$ cat config.mk
export PLATFORM = sky130hd
export DESIGN_NAME = axi_lite_wr_arbiter
export DESIGN_NICKNAME = d
export VERILOG_FILES = /design/src/rtl/axi_lite_wr_arbiter.sv
export SDC_FILE = /design/constraint.sdc
export NUM_CORES = 1
export LEC_CHECK = 0
export BUFFER_PORTS_ARGS = -buffer_cell sky130_fd_sc_hd__buf_4
export CAP_MARGIN = 25
export CORE_AREA = 2 2 91 93
export DETAILED_ROUTE_END_ITERATION = 7
export DIE_AREA = 0 0 93 95
export GPL_ROUTABILITY_DRIVEN = 0
export PLACE_DENSITY = 0.67
export RECOVER_POWER = 25
export SYNTH_ARGS = -nofsm -noshare
export SYNTH_HDL_FRONTEND = slang
export SYNTH_SLANG_ARGS = --single-unit
export TNS_END_PERCENT = 5
$ cat constraint.sdc
create_clock -name aclk -period 1.8 [get_ports aclk]
set_clock_uncertainty 0.2 [all_clocks]
set_input_delay 0.54 -clock aclk [delete_from_list [all_inputs] [get_ports aclk]]
set_output_delay 0.54 -clock aclk [all_outputs]
set_load 0.1 [all_outputs]
$ cat src/rtl/axi_lite_wr_arbiter.sv
`default_nettype none
// ============================================================================
// Module   : axi_lite_wr_arbiter
// Purpose  : Round-robin arbiter that lets NUMBER_MASTER AXI-Lite write masters
//            share one slave port, with one outstanding write at a time.
// Revision : 1.0 - initial release
// ============================================================================
module axi_lite_wr_arbiter #(
    parameter int                        NUMBER_MASTER   = 2,
    parameter int                        AXI_DATA_WIDTH  = 32,
    parameter int                        AXI_ADDR_WIDTH  = 32,
    parameter logic [AXI_ADDR_WIDTH-1:0] AXI_ADDR_OFFSET = 32'h1000_0000,
    parameter logic [AXI_ADDR_WIDTH-1:0] AXI_ADDR_RANGE  = 32'h0000_FFFF
) (
    input  logic                                      aclk,
    input  logic                                      areset,
    // upstream masters
    input  logic [NUMBER_MASTER*AXI_ADDR_WIDTH-1:0]   s_axi_awaddr,
    input  logic [NUMBER_MASTER-1:0]                  s_axi_awvalid,
    output logic [NUMBER_MASTER-1:0]                  s_axi_awready,
    input  logic [NUMBER_MASTER*AXI_DATA_WIDTH-1:0]   s_axi_wdata,
    input  logic [NUMBER_MASTER*AXI_DATA_WIDTH/8-1:0] s_axi_wstrb,
    input  logic [NUMBER_MASTER-1:0]                  s_axi_wvalid,
    output logic [NUMBER_MASTER-1:0]                  s_axi_wready,
    output logic [NUMBER_MASTER*2-1:0]                s_axi_bresp,
    output logic [NUMBER_MASTER-1:0]                  s_axi_bvalid,
    input  logic [NUMBER_MASTER-1:0]                  s_axi_bready,
    // downstream slave
    output logic [AXI_ADDR_WIDTH-1:0]                 m_axi_awaddr,
    output logic                                      m_axi_awvalid,
    input  logic                                      m_axi_awready,
    output logic [AXI_DATA_WIDTH-1:0]                 m_axi_wdata,
    output logic [AXI_DATA_WIDTH/8-1:0]               m_axi_wstrb,
    output logic                                      m_axi_wvalid,
    input  logic                                      m_axi_wready,
    input  logic [1:0]                                m_axi_bresp,
    input  logic                                      m_axi_bvalid,
    output logic                                      m_axi_bready,
    // status
    output logic [NUMBER_MASTER-1:0]                  grant,
    output logic                                      busy
);

    localparam int c_STRB_W = AXI_DATA_WIDTH / 8;
    localparam int c_IDX_W  = (NUMBER_MASTER > 1) ? $clog2(NUMBER_MASTER) : 1;

    // One extra bit so OFFSET+RANGE cannot wrap past the top of the address space.
    localparam logic [AXI_ADDR_WIDTH:0] c_ADDR_LO = {1'b0, AXI_ADDR_OFFSET};
    localparam logic [AXI_ADDR_WIDTH:0] c_ADDR_HI = {1'b0, AXI_ADDR_OFFSET} + {1'b0, AXI_ADDR_RANGE};

    typedef enum logic [1:0] {
        ST_IDLE = 2'd0,
        ST_DATA = 2'd1,
        ST_RESP = 2'd2
    } state_t;

    state_t                     r_state;
    state_t                     w_state_nxt;
    logic [NUMBER_MASTER-1:0]   r_grant;
    logic [NUMBER_MASTER-1:0]   w_grant_nxt;
    logic [c_IDX_W-1:0]         r_gidx;
    logic [c_IDX_W-1:0]         w_gidx_nxt;
    logic [c_IDX_W-1:0]         r_rr_ptr;
    logic [c_IDX_W-1:0]         w_rr_ptr_nxt;
    logic                       r_aw_done;
    logic                       w_aw_done_nxt;
    logic                       r_w_done;
    logic                       w_w_done_nxt;

    logic [NUMBER_MASTER-1:0]   w_req;
    logic                       w_found;
    logic [c_IDX_W-1:0]         w_pick;
    logic                       w_aw_hs;
    logic                       w_w_hs;
    logic                       w_b_hs;

    generate
        for (genvar gi = 0; gi < NUMBER_MASTER; gi++) begin : g_req
            logic [AXI_ADDR_WIDTH:0] w_addr_ext;
            assign w_addr_ext = {1'b0, s_axi_awaddr[gi*AXI_ADDR_WIDTH +: AXI_ADDR_WIDTH]};
            assign w_req[gi]  = s_axi_awvalid[gi] &&
                                (w_addr_ext >= c_ADDR_LO) && (w_addr_ext <= c_ADDR_HI);
        end
    endgenerate

    // First requester at or after the round-robin pointer, in cyclic order.
    always_comb begin
        int v_idx;
        w_found = 1'b0;
        w_pick  = '0;
        v_idx   = 0;
        for (int k = 0; k < NUMBER_MASTER; k++) begin
            v_idx = int'(r_rr_ptr) + k;
            if (v_idx >= NUMBER_MASTER) begin
                v_idx = v_idx - NUMBER_MASTER;
            end
            if (!w_found && w_req[v_idx]) begin
                w_found = 1'b1;
                w_pick  = c_IDX_W'(v_idx);
            end
        end
    end

    // Channel steering towards and from the granted master.
    always_comb begin
        m_axi_awaddr  = '0;
        m_axi_awvalid = 1'b0;
        m_axi_wdata   = '0;
        m_axi_wstrb   = '0;
        m_axi_wvalid  = 1'b0;
        m_axi_bready  = 1'b0;
        s_axi_awready = '0;
        s_axi_wready  = '0;
        s_axi_bvalid  = '0;
        s_axi_bresp   = '0;
        for (int i = 0; i < NUMBER_MASTER; i++) begin
            if (r_grant[i]) begin
                m_axi_awaddr = s_axi_awaddr[i*AXI_ADDR_WIDTH +: AXI_ADDR_WIDTH];
                m_axi_wdata  = s_axi_wdata[i*AXI_DATA_WIDTH +: AXI_DATA_WIDTH];
                m_axi_wstrb  = s_axi_wstrb[i*c_STRB_W +: c_STRB_W];
                if (r_state == ST_DATA) begin
                    m_axi_awvalid   = s_axi_awvalid[i] & ~r_aw_done;
                    s_axi_awready[i] = m_axi_awready & ~r_aw_done;
                    m_axi_wvalid    = s_axi_wvalid[i] & ~r_w_done;
                    s_axi_wready[i] = m_axi_wready & ~r_w_done;
                end
                if (r_state == ST_RESP) begin
                    s_axi_bvalid[i]       = m_axi_bvalid;
                    s_axi_bresp[i*2 +: 2] = m_axi_bresp;
                    m_axi_bready          = s_axi_bready[i];
                end
            end
        end
    end

    assign w_aw_hs = m_axi_awvalid & m_axi_awready;
    assign w_w_hs  = m_axi_wvalid & m_axi_wready;
    assign w_b_hs  = m_axi_bvalid & m_axi_bready;

    always_comb begin
        w_state_nxt   = r_state;
        w_grant_nxt   = r_grant;
        w_gidx_nxt    = r_gidx;
        w_rr_ptr_nxt  = r_rr_ptr;
        w_aw_done_nxt = r_aw_done;
        w_w_done_nxt  = r_w_done;
        case (r_state)
            ST_IDLE: begin
                if (w_found) begin
                    w_grant_nxt         = '0;
                    w_grant_nxt[w_pick] = 1'b1;
                    w_gidx_nxt          = w_pick;
                    w_state_nxt         = ST_DATA;
                end
            end
            ST_DATA: begin
                // AW and W may finish in either order or together.
                w_aw_done_nxt = r_aw_done | w_aw_hs;
                w_w_done_nxt  = r_w_done | w_w_hs;
                if (w_aw_done_nxt && w_w_done_nxt) begin
                    w_state_nxt = ST_RESP;
                end
            end
            ST_RESP: begin
                if (w_b_hs) begin
                    w_state_nxt   = ST_IDLE;
                    w_grant_nxt   = '0;
                    w_aw_done_nxt = 1'b0;
                    w_w_done_nxt  = 1'b0;
                    w_rr_ptr_nxt  = (r_gidx == c_IDX_W'(NUMBER_MASTER - 1)) ? '0 : r_gidx + 1'b1;
                end
            end
            default: begin
                w_state_nxt = ST_IDLE;
                w_grant_nxt = '0;
            end
        endcase
    end

    always_ff @(posedge aclk) begin
        if (areset) begin
            r_state   <= ST_IDLE;
            r_grant   <= '0;
            r_gidx    <= '0;
            r_rr_ptr  <= '0;
            r_aw_done <= 1'b0;
            r_w_done  <= 1'b0;
        end else begin
            r_state   <= w_state_nxt;
            r_grant   <= w_grant_nxt;
            r_gidx    <= w_gidx_nxt;
            r_rr_ptr  <= w_rr_ptr_nxt;
            r_aw_done <= w_aw_done_nxt;
            r_w_done  <= w_w_done_nxt;
        end
    end

    assign grant = r_grant;
    assign busy  = (r_state != ST_IDLE);

endmodule
`default_nettype wire

==> results of run 1 <==
-- worst paths after layout --
check / to / slack [ns] / cells after the start
worst max-delay path: m_axi_wdata[0] / -0.42 / 5
worst min-delay path: r_gidx / 0.28 / 2
worst max register to register: r_rr_ptr / -0.14 / 7
worst min register to register: r_gidx / 0.28 / 2
-- per-layer routing --
| layer | vias up | wire length [um] |
|---|---|---|
| li1 | 1283 | - |
| met2 | 155 | 6139 |
| met3 | 6 | 817 |
| met1 | 1346 | 3804 |
| met4 | 0 | 111 |
| met5 | - | 0 |
-- logic make-up (layout without fill, tap and decap cells) --
logic type	count (synthesis)	count (layout)	share of synthesized area, %
buffers and inverters	22	279	6.893
and+or+nand+nor	64	64	26.32
AOI/OAI and AO/OA	92	92	55.33
DFF	8	8	11.46
-- cells in the mapped netlist --
cell type  instances
nor3b_1            2
and2b_1            1
nor2b_1            1
buf_1              4
a2bb2oi_1          1
and3_1             2
o211ai_1           2
a211o_1            1
nand2_1            9
a311o_1            2
a221o_1            2
nor4b_1            5
nor2_4             1
o21ai_1            2
and4_1             2
o22ai_1            1
or4_4              1
dfxtp_1            8
a21o_1             1
inv_1              1
a211oi_1           1
o311a_1            1
clkbuf_1          10
nor4_2             1
nor3_1             2
or2_0              1
buf_2              5
a21oi_2            1
inv_2              1
and2_1             2
a22oi_1            1
nand3b_1           2
nand4_1            5
nor2_1            18
a21oi_1            6
nor4_1             4
a32oi_1            1
a22o_1            69
buf_6              1
nand2b_1           3
nand3_1            2
-- stage by stage --
step / instance area (sq um) / std cells / utilization, % / total power, uW
floorplan: 1593 / 186 / - / 196.2
global placement: 3659 / 536 / 46.15 / 488.0
detailed placement: 3659 / 536 / 46.15 / 492.9
CTS: 4858 / 542 / 61.28 / 734.4
global route: 5045 / 548 / 63.64 / 779.5
finish: 5045 / 548 / 63.64 / 743.6
-- flip-flops by register name, indices dropped and copies added, names as in the netlist --
signal and flops:
grant 2, r_aw_done 1, r_gidx 1, r_rr_ptr 1, r_state 2, r_w_done 1
-- power breakdown --
group          switching (uW)  internal [uW]
Clock                    79.0            154
Combinational             107            229
Sequential            0.00205            175
-- critical path, cell delays in order, from the launching register on --
cell       delay, ns
dfxtp_4         0.37
buf_4           0.14
buf_6           0.13
clkbuf_16       0.16
a22o_4          0.27
buf_12          0.16
-- area by class of cell --
cell class	instances	share of cell area [%]
clock buffer	4	0.8929
multi-input combinational	156	29.49
tap	105	2.604
inverter	2	0.1488
timing repair buffer	273	63.52
sequential	8	3.348
-- repair_timing --
| item | in CTS | in global routing |
|---|---|---|
| endpoints found under the setup margin | 87 | 91 |
| pin swaps | 9 | 6 |
| resized for setup | 267 | 15 |
| buffers inserted | 3 | 4 |
| cloned | 0 | 2 |
==> run metrics, run 1 <==
DRC Markers=0; drt initial violations=79; crit path DAT=1.48 ns; WP data required=1.06 ns; Post-Route WL=10.87 mm; post-synth top area share=43.24%; transition time at the pin with the least slew margin=0.4418 ns; CP startpoint=grant[1]; multi-input gate area in the final layout=1488 sq um; Synth cell types=41; final setup margin=-0.4182 ns; Synth Area per Inst=7.514 sq um; port bufs=232; RSZ-0062 raised after global routing=true; power per cell area=147.4 nW/um^2; CTS Hold Bufs=0; failing checks=setup timing; initial antenna violation count=0; gr busiest metal=met2; DR vias=2790; syn nets=335; Initial Util=17.63%; number of diodes=0; most frequent cells in the layout=178 x buf_4, 88 x buf_12, 59 x a22o_2, 11 x nor2_1, 9 x a22o_4; maximum vdd drop=0.0001532 V; post-DP HPWL=7.701 mm; ranking of synthesized cells by area=a22o_1 43%, dfxtp_1 11%, nor2_1 4.8%; GR Util met2=41.91%; largest net degree at the start of global routing=45; Fin. Hold Viols=0; GR Overflow Total=0; TritonCTS buffer count=3; wire per inst=19.84 um; setup TNS=-28.48 ns; crit path max fanout=9; cell area after synthesis=1398 sq um; outcome=complete, but fails checks; hold_sp=r_gidx; reg2reg start=grant[1]; worst relative slew slack=70.50%; Nets=593; met3 Use GR=5.267%; CTS tree=built; # rows=33; pre-CTS setup slack=-0.2739 ns; CTS clk-pin slew, worst paths=0.05 ns; first drt pass iteration count=4; die width=93 um; clock root buffer=clkbuf_8; commonest non-fill, non-tap cell in the layout=buf_4; Tmin final=2.218 ns; setup violators final=86; Worst setup EP type=primary output; #FFs+latches synth=8; area leader, netlist=a22o_1; Final Cycle Share=123.2%; core area=7928 sq um; # clock sinks=8; Area Overhead vs Synth=261.0%; CTS max path bufs=2; final hold slack=0.2833 ns; GR Layer Usage met1=24.29%; Clock Latency Late Sink=0.23 ns; FILL cells=624; max cap viols=0; DIE AREA=8835 sq um; number of global-route vias before repair=2744; Crit Path Class=reg -> out; Vias/cell=5.091; sequential-to-total area share from yosys stat=11.46%; leak pwr=0.002164 uW; ANT nets after route=0; fmax=450.8 MHz; die height=95 um; CTS H-tree lvls=1; max-slew violation count=0; I/O Pins=233; crit path launch type=flip-flop; Overall Global Routing Usage=21.69%; Hold Crit Class=reg -> reg; cells after synthesis=186; share of cells above drive strength 1=85.55%; first-pass GRT wire length=14.73 mm; warnings from Yosys=0; Register Area=168.9 sq um
Power figures use the tool's default switching activity.
==> run 2, diff against run 1 <==
==> constraint.sdc (replaced) <==
create_clock -name aclk -period 1.8 [get_ports aclk]
set_clock_uncertainty 0.2 [all_clocks]
set_input_delay 0.36 -clock aclk [delete_from_list [all_inputs] [get_ports aclk]]
set_output_delay 0.36 -clock aclk [all_outputs]
set_load 0.1 [all_outputs]
==> run metrics, run 2 (synthesis gave the netlist of run 1 again) <==
commonest non-fill, non-tap cell in the layout=buf_4; DP Area=3571 sq um (-2.4%); RSZ-0062 raised after global routing=true; CP cell instances=nor2b_4, buf_6, clkbuf_16, a22o_2, buf_12; CTS Hold Bufs=0 (unchanged); max-slew violation count=0 (unchanged); # clock sinks=8 (unchanged); power per cell area=145.2 nW/um^2 (-1.5%); Area Overhead vs Synth=257.3%; ANT nets after route=0 (unchanged); FILL cells=635 (+1.8%); crit path max fanout=14 (+5); maximum vdd drop=0.0002072 V (+35%); max incr delay on CP=0.34 ns (-0.03 ns); Nets=587 (-1.0%); final hold slack=0.1516 ns (-0.1317 ns); Clock Latency Late Sink=0.23 ns (about the same); design area=4994 sq um (-1.0%); drt initial violations=95 (+20%); fmax=507.1 MHz (+12%); worst relative slew slack=70.25% (-0.26 points); Fin. Hold Viols=0 (unchanged); delay-heaviest family, CP=buffers and inverters; setup violators final=79 (-8.1%); TritonCTS buffer count=3 (unchanged); Final Cycle Share=109.5% (-14 points); max cap viols=0 (unchanged); final setup margin=-0.1718 ns (+0.2464 ns); Crit Path Class=reg -> out; CTS H-tree lvls=1 (unchanged); Hold Crit Class=in -> reg; clock root buffer=clkbuf_8; crit path DAT=1.41 ns (-0.07 ns); port bufs=232 (unchanged); initial antenna violation count=1 (+1); most frequent cells in the layout=174 x buf_4, 85 x buf_12, 48 x a22o_2, 20 x a22o_4, 11 x nor2_1; Vias/cell=5.195 (+2.0%); Worst setup EP type=primary output; # rows=33 (unchanged); leak pwr=0.002194 uW (+1.4%); post-DP HPWL=7.685 mm (-0.21%); number of global-route vias before repair=2761 (+0.62%); failing checks=setup timing; crit path launch type=flip-flop; Post-Route WL=10.88 mm (about the same); Overall Global Routing Usage=21.41% (-0.28 points); Initial Util=17.63% (unchanged); DIE AREA=8835 sq um (unchanged); outcome=complete, but fails checks; crit path buf inv count=3 (-1); first drt pass iteration count=4 (unchanged); Tmin final=1.972 ns (-0.2464 ns); largest net degree at the start of global routing=31 (-31%); share of cells above drive strength 1=83.52% (-2.0 points); first-pass GRT wire length=14.75 mm (+0.14%); CTS max path bufs=2 (unchanged); DR vias=2821 (+1.1%); I/O Pins=233 (unchanged); CTS clk-pin slew, worst paths=0.04 ns (about the same); WP data required=1.24 ns (+0.18 ns); worst-path cell with the longest stage delay=dfxtp_4; core area=7928 sq um (unchanged); wire per inst=20.04 um (+1.0%); transition time at the pin with the least slew margin=0.4401 ns (-0.001763 ns); GR Overflow Total=0 (unchanged); die width=93 um (unchanged); CTS tree=built; DRC Markers=0 (unchanged); die height=95 um (unchanged)
-- run 2: worst reg2reg max path: stages (launching register included) --
cell	delay (ns)
dfxtp_1	0.32
buf_4	0.15
nor2_4	0.10
inv_2	0.05
or4_4	0.43
a311o_1	0.32
a21oi_2	0.13
-- run 2: cell type report --
class / instances / area [sq um] / area share, %
timing repair buffer: 267 / 3142 / 62.92
multi-input combinational: 156 / 1494 / 29.92
sequential: 8 / 171.4 / 3.433
tap: 105 / 131.4 / 2.631
clock buffer: 4 / 45.04 / 0.9020
inverter: 2 / 7.507 / 0.1503
antenna: 1 / 2.502 / 0.05011
-- run 2: what timing repair did --
action,CTS,global route
endpoints found under the setup margin,82,84
pin swaps,6,6
gates resized for setup,247,32
cloned,1,2
setup buffers,2,7
-- run 2: final timing paths --
check                                 from               end  slack (ns)  cells after the start
worst max-delay path              grant[0]  m_axi_awaddr[25]       -0.17                      5
worst min-delay path                areset          grant[0]        0.15                      2
worst max register to register  r_state[1]          grant[0]        0.05                      6
worst min register to register    r_rr_ptr          r_rr_ptr        0.29                      2
-- run 2: through the flow --
step                util (%)  total power [uW]  setup TNS (ns)  setup WS [ns]  instances
CTS                    59.22             712.8          -13.41        -0.2057        533
global route           62.99             763.4          -15.22        -0.2311        543
detailed placement     45.04             487.5          -1.998        -0.1294        526
floorplan                  -             196.2          -34.76        -0.5718        186
finish                 62.99             725.0          -10.88        -0.1718        543
global placement       45.04             482.3         -0.9468        -0.1126        526
-- run 2: where the power goes --
part           internal (uW)  switching, uW
logic                    220            110
clock network            153           67.8
registers                174        0.00256
-- run 2: metal layers --
layer  global-route usage [%]  routed length (um)  vias to the layer above
li1                         -                   -                     1275
met1                    24.37                3728                     1342
met2                    38.53                5929                      174
met3                    5.826                 837                       30
met4                    7.475                 385                        0
met5                        0                   0                        -
==> run 3, diff against run 2 <==
Settings changed: SKIP_CTS_REPAIR_TIMING set to 1.
==> run metrics, run 3 (synthesis gave the netlist of run 1 again) <==
outcome=complete, but fails checks; failing checks=setup timing; # rows=33 (unchanged); Final Cycle Share=110.0% (+0.44 points); Post-Route WL=10.52 mm (-3.3%); Worst setup EP type=primary output; Vias/cell=5.121 (-1.4%); WP data required=1.24 ns (about the same); fmax=505.1 MHz (-0.40%); CP startpoint=grant[0]; setup violators final=81 (+2.5%); design area=4788 sq um (-4.1%); number of global-route vias before repair=2481 (-10%); ANT nets after route=0 (unchanged); wire per inst=19.67 um (-1.9%); crit path launch type=flip-flop; hold_sp=areset; CTS tree=built; internal power=546.2 uW (-0.11%); Switching Fraction=23.90% (-0.68 points); Crit Path Class=reg -> out; Psw=171.5 uW (-3.7%); DP Area=3571 sq um (unchanged); DIE AREA=8835 sq um (unchanged); r2r worst-path depth=6 (unchanged); Tmin final=1.980 ns (+0.007957 ns); post-DP HPWL=7.685 mm (unchanged); r2r setup slk=0.05 ns (about the same); Nets=579 (-1.4%); # clock sinks=8 (unchanged); max-slew violation count=0 (unchanged); final hold slack=0.1494 ns (-0.002205 ns); Sequential Power Share=24.2% (+0.3 points); Clk network pwr share=31.0% (+0.5 points); Post-Route M1 WL=3.858 mm (+3.5%); worst relative slew slack=71.82% (+1.6 points); pre-CTS setup slack=-0.1294 ns (unchanged); maximum vdd drop=0.0002078 V (+0.31%); met2 WL=5.719 mm (-3.5%); share of cells above drive strength 1=82.05% (-1.5 points); reg2reg start=r_state[1]; Overall Global Routing Usage=18.34% (-3.1 points); final setup margin=-0.1798 ns (-0.007957 ns); clock root buffer=clkbuf_8; crit path DAT=1.42 ns (about the same); core area=7928 sq um (unchanged); leak pwr=0.002081 uW (-5.2%); port bufs=232 (unchanged); Min-Delay Endpoint=grant[0]; worst hold path depth=2 (unchanged); RSZ-0062 raised after global routing=true; CTS clk-pin slew, worst paths=0.04 ns (about the same); CTS H-tree lvls=1 (unchanged); most frequent cells in the layout=167 x buf_4, 83 x buf_12, 59 x a22o_2, 11 x nor2_1, 9 x a22o_4; DR vias=2740 (-2.9%); power per cell area=149.9 nW/um^2 (+3.2%); DR top layer=met4; GR Overflow Total=0 (unchanged); max cap viols=0 (unchanged); Hold Crit Class=in -> reg; DRC Markers=0 (unchanged); first-pass GRT wire length=12.86 mm (-13%); initial antenna violation count=1 (unchanged); Area Overhead vs Synth=242.6%; Logic pwr share=44.9% (-0.7 points); first drt pass iteration count=4 (unchanged); die width=93 um (unchanged); metal3 WL=716 um (-14%); transition time at the pin with the least slew margin=0.4168 ns (-0.02329 ns); largest net degree at the start of global routing=38 (+23%); Clock Latency Late Sink=0.23 ns (about the same); commonest non-fill, non-tap cell in the layout=buf_4; I/O Pins=233 (unchanged); Initial Util=17.63% (unchanged); FF-to-FF End=grant[0]; CTS max path bufs=2 (unchanged); drt initial violations=96 (+1.1%); TritonCTS buffer count=3 (unchanged); crit path max fanout=14 (unchanged); die height=95 um (unchanged); Fin. Hold Viols=0 (unchanged)
==> run 3: worst max-delay path by stage <==
stage	slack [ns]	end
2_1_floorplan	-0.57	s_axi_wready[1]
3_3_place_gp	-0.11	grant[0]
3_5_place_dp	-0.13	grant[0]
4_1_cts	-0.32	m_axi_wdata[0]
5_1_grt	-0.23	m_axi_awaddr[20]
6_report	-0.18	m_axi_wdata[31]
==> run 3: power groups by stage <==
stage	Clock [uW]	Sequential (uW)	Combinational (uW)
after floorplan	0	178	18.2
after global placement	0	178	304
after detailed placement	0	178	310
after CTS	229	175	310
after global routing	242	173	341
final	222	173	322
==> run 3: cell type report <==
class                      instances  area [sq um]
antenna                            1         2.502
clock buffer                       4         45.04
fill                             650          3139
inverter                           2         7.507
multi-input combinational        156          1370
sequential                         8         171.4
tap                              105         131.4
timing repair buffer             259          3060
==> run 3: worst max-delay path, stage by stage (launching register included) <==
cell       delay, ns
dfxtp_4         0.33
nor2b_4         0.13
buf_12          0.14
clkbuf_16       0.17
a22o_2          0.24
buf_12          0.17
==> run 3: per-stage QoR <==
step	instances	util (%)	power (uW)	setup TNS, ns
final	535	60.40	717.7	-11.42
after global routing	535	60.40	755.7	-15.49
after CTS	530	45.61	714.0	-21.05
after detailed placement	526	45.04	487.5	-1.998
after global placement	526	45.04	482.3	-0.9468
after floorplan	186	-	196.2	-34.76
==> run 3: metal layers <==
metal	vias up	track usage [%]
met5	-	0
met4	0	4.902
li1	1260	-
met1	1301	23.36
met3	20	3.352
met2	159	31.82
